<file path="config.mk">
export PLATFORM = sky130hd
export DESIGN_NAME = mux8_rr_arbiter
export DESIGN_NICKNAME = d
export VERILOG_FILES = /design/src/rtl/mux8_rr_arbiter.sv
export SDC_FILE = /design/constraint.sdc
export NUM_CORES = 1
export LEC_CHECK = 0
export CAP_MARGIN = 20
export CORE_ASPECT_RATIO = 0.8
export CORE_MARGIN = 2
export CORE_UTILIZATION = 50
export DETAILED_ROUTE_END_ITERATION = 8
export PLACE_DENSITY = 0.76
export SYNTH_ARGS = -nofsm -noshare
export SYNTH_HDL_FRONTEND = slang
export SYNTH_SLANG_ARGS = --single-unit
</file>
<file path="constraint.sdc">
create_clock -name clk -period 4.05 [get_ports clk]
set_clock_uncertainty 0.2 [all_clocks]
set_input_delay 0.81 -clock clk [delete_from_list [all_inputs] [get_ports clk]]
set_output_delay 0.81 -clock clk [all_outputs]
set_load 0.05 [all_outputs]
</file>
<file path="src/rtl/mux8_rr_arbiter.sv">
// Round-robin arbiter sharing one 8:1 lane mux between 8 requesters, with ready/valid handoff.
// Optional multi-transfer grants are enabled by defining ARB_BURST_EN (BURST_LEN transfers max).
module mux8_rr_arbiter #(
    parameter int BURST_LEN = 4
) (
    input  logic       clk,
    input  logic       rst_n,
    input  logic [7:0] req,
    input  logic       out_ready,
    output logic [7:0] gnt,
    output logic [2:0] select,
    output logic       out_valid,
    output logic       xfer
);

    typedef enum logic {
        IDLE  = 1'b0,
        GRANT = 1'b1
    } state_t;

    state_t     state_reg, state_next;
    logic [7:0] gnt_reg, gnt_next;
    logic [2:0] select_reg, select_next;
    logic [2:0] ptr_reg, ptr_next;
    logic [7:0] req_others;
    logic [2:0] select_inc;
    logic [3:0] idle_pick;
    logic [3:0] rot_pick;
    logic       end_grant;

    generate
        if (BURST_LEN < 1 || BURST_LEN > 16) begin : g_bad_len
            $error("mux8_rr_arbiter: BURST_LEN must be in 1..16");
        end
    endgenerate

    // Returns {found, index} of the first set bit scanning start, start+1, ... mod 8.
    function automatic logic [3:0] rr_pick(input logic [7:0] r, input logic [2:0] start);
        logic [3:0] res;
        logic [2:0] idx;
        res = 4'd0;
        for (int k = 7; k >= 0; k--) begin
            idx = start + 3'(k);
            if (r[idx]) res = {1'b1, idx};
        end
        return res;
    endfunction

    // The lane finishing its grant is not eligible to be re-granted in the same edge.
    genvar gi;
    generate
        for (gi = 0; gi < 8; gi++) begin : g_mask
            assign req_others[gi] = req[gi] & (select_reg != 3'(gi));
        end
    endgenerate

    assign select_inc = select_reg + 3'd1;
    assign idle_pick  = rr_pick(req, ptr_reg);
    assign rot_pick   = rr_pick(req_others, select_inc);

    assign out_valid = (state_reg == GRANT) & req[select_reg];
    assign xfer      = out_valid & out_ready;
    assign gnt       = gnt_reg;
    assign select    = select_reg;

`ifdef ARB_BURST_EN
    localparam logic [3:0] BURST_MAX = 4'(BURST_LEN - 1);
    logic [3:0] burst_cnt_reg, burst_cnt_next;

    assign end_grant = xfer & ~(burst_cnt_reg < BURST_MAX);

    always_comb begin
        burst_cnt_next = burst_cnt_reg;
        if (state_reg == IDLE) begin
            burst_cnt_next = 4'd0;
        end else if (xfer) begin
            burst_cnt_next = end_grant ? 4'd0 : burst_cnt_reg + 4'd1;
        end
    end

    always_ff @(posedge clk or negedge rst_n) begin
        if (!rst_n) begin
            burst_cnt_reg <= 4'd0;
        end else begin
            burst_cnt_reg <= burst_cnt_next;
        end
    end
`else
    assign end_grant = xfer;
`endif

    always_comb begin
        state_next  = state_reg;
        gnt_next    = gnt_reg;
        select_next = select_reg;
        ptr_next    = ptr_reg;
        case (state_reg)
            IDLE: begin
                if (idle_pick[3]) begin
                    state_next  = GRANT;
                    select_next = idle_pick[2:0];
                    gnt_next    = 8'd1 << idle_pick[2:0];
                end
            end
            GRANT: begin
                if (!req[select_reg]) begin
                    // Requester withdrew before transferring: release the mux.
                    ptr_next   = select_inc;
                    state_next = IDLE;
                    gnt_next   = 8'd0;
                end else if (end_grant) begin
                    ptr_next = select_inc;
                    if (rot_pick[3]) begin
                        select_next = rot_pick[2:0];
                        gnt_next    = 8'd1 << rot_pick[2:0];
                    end else begin
                        state_next = IDLE;
                        gnt_next   = 8'd0;
                    end
                end
            end
            default: begin
                state_next = IDLE;
                gnt_next   = 8'd0;
            end
        endcase
    end

    always_ff @(posedge clk or negedge rst_n) begin
        if (!rst_n) begin
            state_reg  <= IDLE;
            gnt_reg    <= 8'd0;
            select_reg <= 3'd0;
            ptr_reg    <= 3'd0;
        end else begin
            state_reg  <= state_next;
            gnt_reg    <= gnt_next;
            select_reg <= select_next;
            ptr_reg    <= ptr_next;
        end
    end

endmodule

</file>
# Yosys cells after proc, flatten, opt, wreduce, memory -nomap -nowiden
# Index checks and enable logic that the tools add are counted.
# word_totals
out_inout_bits	13
wordCells	133
in_bits	11
ff_bits	15
# classes
order_cmp	17
add_sub_neg	15
shift	2
mux	67
bitwise	11
n_eq_ne	13
reduce_logical	4
# op_table
operator	count
$lt A3 B4 Y1 const B	17
$mux W4	16
$bmux W1 S3	17
$mux W8	4
$add A3 B3 Y3 const B	8
$mux W1	21
$mux W3	6
$pmux W8 S2	1
$shl A1 B3 Y8 const A	2
$ne A3 B3 Y1 const B	5
$add A3 B2 Y3 const B	4
$and A1 B1 Y1	10
$add A3 B1 Y3 const B	3
$ne A2 B2 Y1 const B	3
$ne A3 B2 Y1 const B	2
$pmux W3 S2	1
$ne A2 B1 Y1 const B	2
$reduce_and A2 Y1	2
$reduce_and A4 Y1	1
$ne A3 B1 Y1 const B	1
$reduce_bool A3 Y1	1
$pmux W1 S2	1
$not A1 Y1	1

# Logic depth before layout (Yosys ltp)
# depth
word_depth	17
mapped_depth	14
ltp_nobuf	10

# Worst setup path before layout
# No wires, ideal clock.
# synth_timing
path_type	register -> output
startpoint	register select_reg[0] (netlist: select[0])
endpoint	output xfer
path_buffers	3
stages_incl_launch_ff	8
slack_ps	263
t_arrival_ps	2777
required_time_ps	3040
cell_sequence	dfrtp_1 buf_6 buf_6 buf_2 mux4_2 mux2i_1 nor2_1 and2_1
# synth_between
elab_chain_cells	4
# synth_lines
item	line_no	source
start: declaration	23	logic [2:0] select_reg, select_next;
start signal: assignment	138	select_reg <= select_next;
$bmux W1 S3	61	assign out_valid = (state_reg == GRANT) & req[select_reg];
$mux W1 (implied by the code)	61	
$and A1 B1 Y1	61	
named net out_valid	12	output logic out_valid,
$and A1 B1 Y1	62	assign xfer = out_valid & out_ready;
end: declaration	13	output logic xfer
# The timed path passes the listed nets, and every way through them passes these cells. The select of a mux whose other input is x is not followed.

# Worst setup path in the final report
# layout_timing
startpoint	input req[2]
endpoint	output xfer
# layout_between
elab_chain_cells	4
# layout_lines
item	line_no	source
start: declaration	8	input logic [7:0] req,
$bmux W1 S3	61	
$mux W1 (implied by the code)	61	
$and A1 B1 Y1	61	
$and A1 B1 Y1	62	
# Every way passes these cells. The select of a mux whose other input is x is not followed.

==> metrics.md <==
| Metric | Value |
|---|---|
| N_diodes | `0` |
| Setup bufs post-CTS | `0` |
| Post-synth net total | `359` |
| Setup crit end kind | `output pin` |
| Kind of critical path | `in -> out` |
| Max Cap Viol | `0` |
| Relative slew slack | `0.488` |
| Starting density of the core | `0.521` |
| First-pass GRT wire length | `14200 microns` |
| Cts hold-fix bufs | `0` |
| FMAX | `258 MHz` |
| I/O pins | `24` |
| Yosys cell types | `84` |
| Most used routing layer | `met1` |
| Biggest cell delay along the critical path | `0.66 ns` |
| Hold slack | `0.295 ns` |
| Setup TNS | `0 ns` |
| CP cell instances | `clkdlybuf4s50_1 > mux4_2 > mux2i_1 > nor2_1 > and2_1 > buf_4` |
| Area growth syn-to-layout | `9.20%` |
| Net count, final | `372` |
| Hold Path Class | `reg -> reg` |
| Number of port buffers | `23` |
| CP Launch Type | `input pin` |
| Worst EP arrival | `2.87 ns` |
| Clk buf depth | `2` |
| Final Cycle Share | `0.958` |
| Syn Area/Cell | `9.21 sq um` |
| DRT antenna net count | `0` |
| Pre-Repair DR Iteration Count | `5` |
| Routability cong. | `1.00` |
| Worst-skew pair later-pin latency | `0.25 ns` |
| Routed len/inst | `19.9 microns` |
| Inserted Clock Buffers | `3` |
| Largest register FFs | `8` |
| EDFF count, synth | `0` |
| Share of cells above drive strength 1 | `0.223` |
| Vias | `2972` |
| Standard-cell rows | `25` |
| Post-synth top flop | `dfrtp_1` |
| Sequential share of the synthesized area | `0.121` |
| # DRC | `0` |
| Met3 Use GR | `0.0578` |
| Number of global-route vias before repair | `2742` |
| FF-to-FF Start | `select[0]` |
| CTS tree | `built` |
| CTS resizes | `0` |
| Final setup fails | `0` |
| Post-DP HPWL | `6450 microns` |
| Total GRT Usage | `0.256` |
| Clock root buffer | `clkbuf_8` |
| Core area | `5970 sq um` |
| WP data required | `3.04 ns` |
| Chip width | `92.2 microns` |
| Clk slew on worst S/H paths | `0.06 ns` |
| Die Footprint | `6880 sq um` |
| Asr flop ratio synth | `1.00` |
| Number of vias per cell | `6.90` |
| Min Tclk post-route | `3.88 ns` |
| Routed WL | `8590 microns` |
| Met2 Usage GRT | `0.378` |
| Worst-path maximum fanout | `12` |
| Chip height | `74.6 microns` |
| Unrepaired setup endpoints after global routing | `false` |
| Post-Route Utilization | `0.569` |
| Initial antenna violation count | `0` |
| Post-Syn Area | `3110 sq um` |
| CP max-delay cell | `clkdlybuf4s50_1` |
| Fin. Hold Viols | `0` |
| Met1 Usage GRT | `0.390` |
| Number of synthesized register bits | `15` |
| Post-Synthesis Cells | `338` |
| Hold Startpoint | `gnt[0]` |
| Drt initial violations | `369` |
| Synth Warn # | `0` |
| Slew Viols, Final | `0` |
| # clock sinks | `15` |
| Htree depth | `1` |
| Largest net degree at the start of global routing | `26` |
| CP startpoint | `req[2]` |
| Grt total ovfl | `0` |
| Status | `complete, no violations` |
| Worst slew pin tran | `0.762 ns` |
[Yosys cell counts (4+ instances only)]
cell	n	share of area
nand2_1	23	0.028
a211oi_1	5	0.012
and2_1	4	0.0080
xor2_1	5	0.014
dfrtp_1	15	0.12
mux2i_1	18	0.058
nand2b_1	13	0.026
o211a_1	5	0.016
mux2_2	16	0.058
o211ai_1	9	0.022
buf_2	13	0.021
nor3_1	7	0.011
nor2_1	9	0.011
a211o_1	7	0.020
a32oi_1	4	0.011
mux4_2	17	0.12
nand3_1	6	0.0096
o31ai_1	6	0.014
o21ai_0	10	0.016
a21oi_1	14	0.022
buf_6	4	0.014
a221oi_1	5	0.014
ha_1	10	0.040
o2111ai_1	4	0.011
inv_1	18	0.022
[per-stage QoR]
step	instances	setup WS [ns]	cell area (sq um)
6_report	431	0.170	3400
3_5_place_dp	427	0.120	3360
2_1_floorplan	338	0.263	3110
4_1_cts	431	0.206	3400
5_1_grt	431	0.0725	3400
3_3_place_gp	427	0.189	3360
[worst max-delay path: cells and delay by family]
family,cells,cell delay [ns]
buffers and inverters,2,0.86
and+or+nand+nor,2,0.36
muxes,2,0.84
[per-layer routing]
| metal | routed length [microns] | vias to the layer above |
|---|---|---|
| li1 | - | 1364 |
| met1 | 3930 | 1414 |
| met2 | 3550 | 176 |
| met3 | 1010 | 18 |
| met4 | 101 | 0 |
| met5 | 0 | - |
[kinds of logic (layout without fill, tap and decap cells)]
family / Yosys count / in the layout / share of synthesized area
AOI/OAI and AO/OA: 121 / 121 / 0.326
and+or+nand+nor: 84 / 84 / 0.156
DFF: 15 / 15 / 0.121
adders and majority gates: 10 / 10 / 0.0402
xor gates and xnor gates: 10 / 10 / 0.0329
muxes: 53 / 53 / 0.248
buffers and inverters: 45 / 57 / 0.0767
[cells in the final DEF, fill, tap and decap left out, drive strengths merged, types with 10 or more instances in the layout]
master,netlist,layout
a21oi,15,15
buf,23,13
clkdlybuf4s50,0,21
dfrtp,15,15
ha,10,10
inv,18,18
mux2,17,17
mux2i,19,19
mux4,17,17
nand2,23,23
nand2b,13,13
o211ai,11,11
o21ai,15,15
[worst paths after layout]
kind | endpoint | slack, ns | cells after the start
max | xfer | 0.17 | 6
min | gnt[0] | 0.29 | 2
max reg2reg | gnt[3] | 0.29 | 10
min reg2reg | gnt[0] | 0.29 | 2
max in group asynchronous | gnt[1] | 2.45 | 1
min in group asynchronous | gnt[7] | 0.77 | 1
[final cells by class]
class / instances / area (sq um)
inverter: 19 / 71.3
sequential: 15 / 375
clock buffer: 4 / 45.0
timing repair buffer: 34 / 308
multi-input combinational: 278 / 2500
fill: 530 / 2570
tap: 81 / 101
Power is left out: the tool's default activity adds up to more than one toggle a clock period on the data nets, which glitch-free logic cannot reach.
